File: src/rtl/ibex_xif_rf_pkg.sv
// ibex_xif_rf_pkg: shared constants, types and sizing helpers for the XIF-aware register file.
package ibex_xif_rf_pkg;
  localparam int RegAddrW = 5;
  localparam int XifDataW = 32;
  typedef struct packed {
    logic [RegAddrW-1:0] rd;
    logic [XifDataW-1:0] data;
  } hold_entry_t;
  function automatic int num_words(input bit rv32e);
    return rv32e ? 16 : 32;
  endfunction
  function automatic int cnt_width(input int max_pending);
    return $clog2(max_pending + 1);
  endfunction
  function automatic logic addr_in_range(input logic [RegAddrW-1:0] a, input int words);
    return int'(a) < words;
  endfunction
endpackage

File: src/rtl/ibex_xif_rf_scoreboard.sv
// ibex_xif_rf_scoreboard: per-register pending XIF write counters, issue backpressure, busy lookup, sticky error.
// IBEX_XIF_RF_BYPASS_EN clears busy in the cycle whose commit drains the count.
module ibex_xif_rf_scoreboard import ibex_xif_rf_pkg::*; #(
  parameter int unsigned NumWords   = 32,
  parameter int unsigned NumRead    = 3,
  parameter int unsigned MaxPending = 3
) (
  input  logic                        clk_i,
  input  logic                        rst_ni,
  input  logic                        iss_valid_i,
  input  logic [RegAddrW-1:0]         iss_rd_i,
  output logic                        iss_ready_o,
  input  logic                        dec_valid_i,
  input  logic [RegAddrW-1:0]         dec_rd_i,
  input  logic [NumRead*RegAddrW-1:0] raddr_i,
  output logic [NumRead-1:0]          rbusy_o,
  input  logic                        addr_err_i,
  output logic                        err_o
);
  localparam int CW = cnt_width(MaxPending);
  localparam logic [CW-1:0] CntMax = CW'(MaxPending);
  logic [CW-1:0] cnt_q [32];
  logic [CW-1:0] cnt_d [32];
  logic err_q, err_d, iss_ok, inc, underflow;
  assign err_o = err_q;
  always_comb begin
    iss_ok = iss_rd_i != '0 && addr_in_range(iss_rd_i, NumWords);
    iss_ready_o = !iss_ok || cnt_q[iss_rd_i] != CntMax || (dec_valid_i && dec_rd_i == iss_rd_i);
    inc = iss_valid_i && iss_ready_o && iss_ok;
    // an issue landing with its own result is a normal zero-latency round trip, not an underflow
    underflow = dec_valid_i && cnt_q[dec_rd_i] == '0 && !(inc && iss_rd_i == dec_rd_i);
    err_d = err_q || underflow || addr_err_i;
    for (int r = 0; r < 32; r++) begin
      cnt_d[r] = cnt_q[r];
      if (inc && iss_rd_i == RegAddrW'(r) && !(dec_valid_i && dec_rd_i == RegAddrW'(r)))
        cnt_d[r] = cnt_q[r] + CW'(1);
      else if (dec_valid_i && dec_rd_i == RegAddrW'(r) && !(inc && iss_rd_i == RegAddrW'(r)) && cnt_q[r] != '0)
        cnt_d[r] = cnt_q[r] - CW'(1);
    end
  end
  always_ff @(posedge clk_i or negedge rst_ni) begin
    if (!rst_ni) begin
      cnt_q <= '{default: '0};
      err_q <= 1'b0;
    end else begin
      cnt_q <= cnt_d;
      err_q <= err_d;
    end
  end
  for (genvar i = 0; i < NumRead; i++) begin : g_busy
    logic [RegAddrW-1:0] a;
    assign a = raddr_i[i*RegAddrW +: RegAddrW];
`ifdef IBEX_XIF_RF_BYPASS_EN
    assign rbusy_o[i] = cnt_q[a] != '0 && cnt_d[a] != '0;
`else
    assign rbusy_o[i] = cnt_q[a] != '0;
`endif
  end
endmodule

File: src/rtl/ibex_xif_regfile_sb.sv
// ibex_xif_regfile_sb: Ibex multi-port register file with a handshaked CV-X-IF result port and pending-write scoreboard.
// Define IBEX_XIF_RF_BYPASS_EN to forward this cycle's commit onto the read ports.
module ibex_xif_regfile_sb import ibex_xif_rf_pkg::*; #(
  parameter bit                    RV32E       = 1'b0,
  parameter int unsigned           DataWidth   = 32,
  parameter int unsigned           NumRead     = 3,
  parameter int unsigned           MaxPending  = 3,
  parameter logic [DataWidth-1:0]  WordZeroVal = '0
) (
  input  logic                          clk_i,
  input  logic                          rst_ni,
  input  logic [NumRead*RegAddrW-1:0]   raddr_i,
  output logic [NumRead*DataWidth-1:0]  rdata_o,
  output logic [NumRead-1:0]            rbusy_o,
  input  logic                          we_a_i,
  input  logic [RegAddrW-1:0]           waddr_a_i,
  input  logic [DataWidth-1:0]          wdata_a_i,
  input  logic                          x_valid_i,
  output logic                          x_ready_o,
  input  logic [RegAddrW-1:0]           x_rd_i,
  input  logic [DataWidth-1:0]          x_data_i,
  input  logic                          iss_valid_i,
  input  logic [RegAddrW-1:0]           iss_rd_i,
  output logic                          iss_ready_o,
  output logic                          err_o
);
  localparam int NumWords = num_words(RV32E);
  logic [DataWidth-1:0] rf_q [32];
  logic [DataWidth-1:0] rf_d [32];
  hold_entry_t hold_q, hold_d;
  logic hold_full_q, hold_full_d;
  logic x_xfer, x_ok, a_ok, collide, x_direct, h_commit, dec_valid, addr_err;
  logic [RegAddrW-1:0] dec_rd;
  logic [DataWidth-1:0] hold_data;
  assign x_ready_o = !hold_full_q;
  assign hold_data = DataWidth'(hold_q.data);
  always_comb begin
    x_xfer = x_valid_i && x_ready_o;
    x_ok = x_rd_i != '0 && addr_in_range(x_rd_i, NumWords);
    a_ok = we_a_i && waddr_a_i != '0 && addr_in_range(waddr_a_i, NumWords);
    collide = x_xfer && x_ok && a_ok && waddr_a_i == x_rd_i;
    x_direct = x_xfer && x_ok && !collide;
    // the held result is older than any core write this cycle, so a same-register core write overrides it
    h_commit = hold_full_q && !(a_ok && waddr_a_i == hold_q.rd);
    dec_valid = hold_full_q || x_direct;
    dec_rd = hold_full_q ? hold_q.rd : x_rd_i;
    addr_err = (we_a_i && !addr_in_range(waddr_a_i, NumWords)) ||
               (x_xfer && !addr_in_range(x_rd_i, NumWords)) ||
               (iss_valid_i && !addr_in_range(iss_rd_i, NumWords));
    hold_full_d = collide;
    hold_d = collide ? hold_entry_t'{rd: x_rd_i, data: XifDataW'(x_data_i)} : hold_q;
    rf_d = rf_q;
    if (h_commit) rf_d[hold_q.rd] = hold_data;
    if (x_direct) rf_d[x_rd_i] = x_data_i;
    if (a_ok) rf_d[waddr_a_i] = wdata_a_i;
  end
  always_ff @(posedge clk_i or negedge rst_ni) begin
    if (!rst_ni) begin
      rf_q <= '{default: WordZeroVal};
      hold_q <= '0;
      hold_full_q <= 1'b0;
    end else begin
      rf_q <= rf_d;
      hold_q <= hold_d;
      hold_full_q <= hold_full_d;
    end
  end
  for (genvar i = 0; i < NumRead; i++) begin : g_rd
    logic [RegAddrW-1:0] a;
    logic [DataWidth-1:0] q;
    assign a = raddr_i[i*RegAddrW +: RegAddrW];
    assign q = addr_in_range(a, NumWords) ? rf_q[a] : '0;
`ifdef IBEX_XIF_RF_BYPASS_EN
    assign rdata_o[i*DataWidth +: DataWidth] = (a_ok && waddr_a_i == a) ? wdata_a_i :
                                               (h_commit && hold_q.rd == a) ? hold_data :
                                               (x_direct && x_rd_i == a) ? x_data_i : q;
`else
    assign rdata_o[i*DataWidth +: DataWidth] = q;
`endif
  end
  ibex_xif_rf_scoreboard #(
    .NumWords  (NumWords),
    .NumRead   (NumRead),
    .MaxPending(MaxPending)
  ) u_sb (
    .clk_i      (clk_i),
    .rst_ni     (rst_ni),
    .iss_valid_i(iss_valid_i),
    .iss_rd_i   (iss_rd_i),
    .iss_ready_o(iss_ready_o),
    .dec_valid_i(dec_valid),
    .dec_rd_i   (dec_rd),
    .raddr_i    (raddr_i),
    .rbusy_o    (rbusy_o),
    .addr_err_i (addr_err),
    .err_o      (err_o)
  );
endmodule

File: config.mk
export PLATFORM = sky130hd
export DESIGN_NAME = ibex_xif_regfile_sb
export DESIGN_NICKNAME = d
export VERILOG_FILES = /design/src/rtl/ibex_xif_rf_pkg.sv /design/src/rtl/ibex_xif_rf_scoreboard.sv /design/src/rtl/ibex_xif_regfile_sb.sv
export SDC_FILE = /design/constraint.sdc
export NUM_CORES = 2
export LEC_CHECK = 0
export CELL_PAD_IN_SITES_DETAIL_PLACEMENT = 1
export CELL_PAD_IN_SITES_GLOBAL_PLACEMENT = 2
export CORE_MARGIN = 4
export CORE_UTILIZATION = 40
export CTS_CLUSTER_SIZE = 24
export DETAILED_ROUTE_END_ITERATION = 6
export PLACE_DENSITY = 0.88
export SLEW_MARGIN = 20
export SYNTH_ARGS = -nofsm -noshare
export SYNTH_HDL_FRONTEND = slang
export SYNTH_SLANG_ARGS = --single-unit
File: constraint.sdc
create_clock -name clk_i -period 3.3 [get_ports clk_i]
set_input_delay 0.33 -clock clk_i [delete_from_list [all_inputs] [get_ports clk_i]]
set_output_delay 0.33 -clock clk_i [all_outputs]
set_load 0.01 [all_outputs]
==> results.cfg <==
[hold_path]
hold_path.class = in2async

[synthesis]
synth-adder-area-share_pct = 0.0149
synth.distinct_cells = 68
yosysSeqAreaShare_pct = 33.6
synth_common_cells = 1127 x dfrtp_1, 1008 x mux4_2, 1003 x mux2i_1
yosysTopAreaCell = dfrtp_1
async_flop_share_pct = 100
synth_nets = 7511
ys.flop_type = dfrtp_1
netlist_top_cells_area = dfrtp_1 34%, mux4_2 27%, mux2i_1 12%
synth_top_area_share_pct = 33.6
ys_warn_count = 0
synth_compound_gate_area_share_pct = 14.0
synth_edf_count = 0
avgSynthCellArea_um2 = 11.3
ys_seq_elements = 1127
synthCells = 7411
syn-cell-area_mm2 = 0.0841
synthXorXnorAreaFrac_pct = 0.240
synth.mux.area_fraction_pct = 41.2
yosysMostFrequentCell = dfrtp_1
synth_top_family_by_area = multiplexers
yosys.area_share.simple_pct = 5.90

[critical_path]
crit_required_ps = 2970
arrival_ps = 3000
cp-startpoint = rf_q[636]
r2r_setup_slack_ps = 380
timing.rr.start = hold_q[33]
cp-end-kind = output port
r2r-end = rf_q[913]
criticalPathCategory = reg2out
worstSetupStartpointType = flip-flop
ff2ff_path_depth = 11
crit_path_max_fanout = 4

[floorplan]
die_area_mm2 = 0.218
floorplan.initialDensity_pct = 40.1
core_area_mm2 = 0.209
dieWidth_um = 466
row_count = 168
fp.dieH_um = 466
io_pins = 201

[job]
maxCapViolCount = 0

[placed_design]
place_inst = 10200
dpl.hpwl_mm = 309
place_ws_ps = -307
port_buffers = 200
gp_congestion = 1.02

[layout]
drive_gt1_share_pct = 32.6
area_delta_synth_final_pct = 20.1
fin_cells = 10500
nFillCells = 21600
nets = 7618
final_util_pct = 48.2

[detailed_routing]
ant_nets = 0
drc = 24
vias = 85300
drtIter0Drc = 15100
routed_wl_mm = 494
firstDrtPassIters = 7
viasPerCell = 8.13
routedWlPerCell_um = 47.0

[sta]
grt_setup_unrepaired = true
setup_viol = 7
setup_tns_ps = -83.7
tightestPinTransition_ps = 1170
worst_slack_ps = -25.5
maxClockFrequency_mhz = 301
holdWs_ps = 60.3
maxSlewViolCount = 0
hold_viol = 0
finalCritPeriodShare_pct = 101
slew_headroom_pct = 21.8
period_needed_ps = 3330
finClkSkew_ps = 44.6

[clock_network]
cts_buffers = 142
cts-htree-levels = 4
clock-sinks = 1127
cts_root_buf = clkbuf_16
clk_pin_slew_ps = 60
clockBufferDepth = 3
tritoncts = done
clk_latency_ps = 860

[global_routing]
grt_pass1_wl_mm = 680
grt_max_degree = 139
grt_pass1_vias = 85300
grt_use_total_pct = 44.2
antenna_found_initial = 42
overflow = 0

[outcome]
violations = DRC, setup timing
outcome = complete, but fails checks

[power]
leakage_nw = 38.0
powerDensity_mw_per_mm2 = 591
ir_drop_mv = 0.541
per-layer routing:
layer	up-vias	routed length, um	global-route usage (%)
li1	29700	-	-
met1	43000	160000	50.8
met2	9475	195000	58.5
met3	3138	86400	25.3
met4	28	51300	37.0
met5	-	830	3.12
cells in the final DEF (no fill, tap or decap), types with 31 or more instances in the layout:
cell type,Yosys,final
clkdlybuf4s50_1,0,78
mux2_2,160,143
a21oi_1,736,736
a211oi_1,307,307
mux4_2,1008,1008
nor2_1,408,393
dfrtp_1,1127,1034
nand2_2,0,31
clkinv_2,0,31
buf_4,36,501
nand3_1,56,32
buf_12,0,304
mux2i_1,1003,997
o21ai_0,77,75
dfrtp_2,0,93
nor3_1,334,334
clkbuf_1,845,31
o22ai_1,694,694
nand2_1,119,86
clkbuf_16,0,146
diode_2,0,52
inv_1,35,35
dlygate4sd2_1,0,80
worst max path at each step:
stage | to | slack (ps)
after global routing | rdata_o[78] | 4
after floorplan | rdata_o[46] | 100
after detailed placement | rf_q[194] | -310
after global placement | rf_q[217] | -240
after CTS | rdata_o[49] | -20
final | rdata_o[60] | -30
final cells by class:
class                      instances  area [um^2]  area share [%]
antenna                           52          130           0.129
sequential                      1127        28300            28.1
timing repair buffer            1001        11700            11.6
clock buffer                     206         4170            4.13
multi-input combinational       5211        52400            51.9
clock inverter                    57          583           0.578
inverter                          35          131           0.130
tap                             2805         3510            3.48
stage by stage:
step,cell area [um^2],power [W]
after floorplan,84100,0.0340
after global placement,95800,0.0406
after detailed placement,95800,0.0421
after CTS,101000,0.0583
after global routing,101000,0.0611
final,101000,0.0596
flip-flops by register name (all words and copies together) (netlist names):
signal / count
hold_data: 32
hold_full_q: 1
hold_q: 5
rf_q: 1024
u_sb.cnt_q: 64
u_sb.err_o: 1
report_power, final:
part / switching (W) / leakage (nW) / internal [W]
logic: 0.00868 / 22.7 / 0.0108
registers: 0.00581 / 12.9 / 0.0177
clock network: 0.00721 / 2.34 / 0.00937
total: 0.0217 / 38.0 / 0.0379
logic make-up after synthesis:
family          Yosys count
flops                  1127
xor+xnor                 23
compound gates         1942
mux                    2181
fa+ha+maj                 1
buf+inv                1073
simple gates           1064
what timing repair did:
item	CTS	global route
setup endpoints to repair	100	27
endpoints found under the hold margin	197	0
resized for setup	176	60
cloned	0	0
pin swaps	0	2
buffers inserted	7	21
hold buffers	1	0
critical path, stage by stage, from the launching register on:
cell and delay (ps):
dfrtp_1 440, mux4_2 490, mux4_2 540, mux2_2 370, dlygate4sd2_1 330
Power figures use the tool's default switching activity.
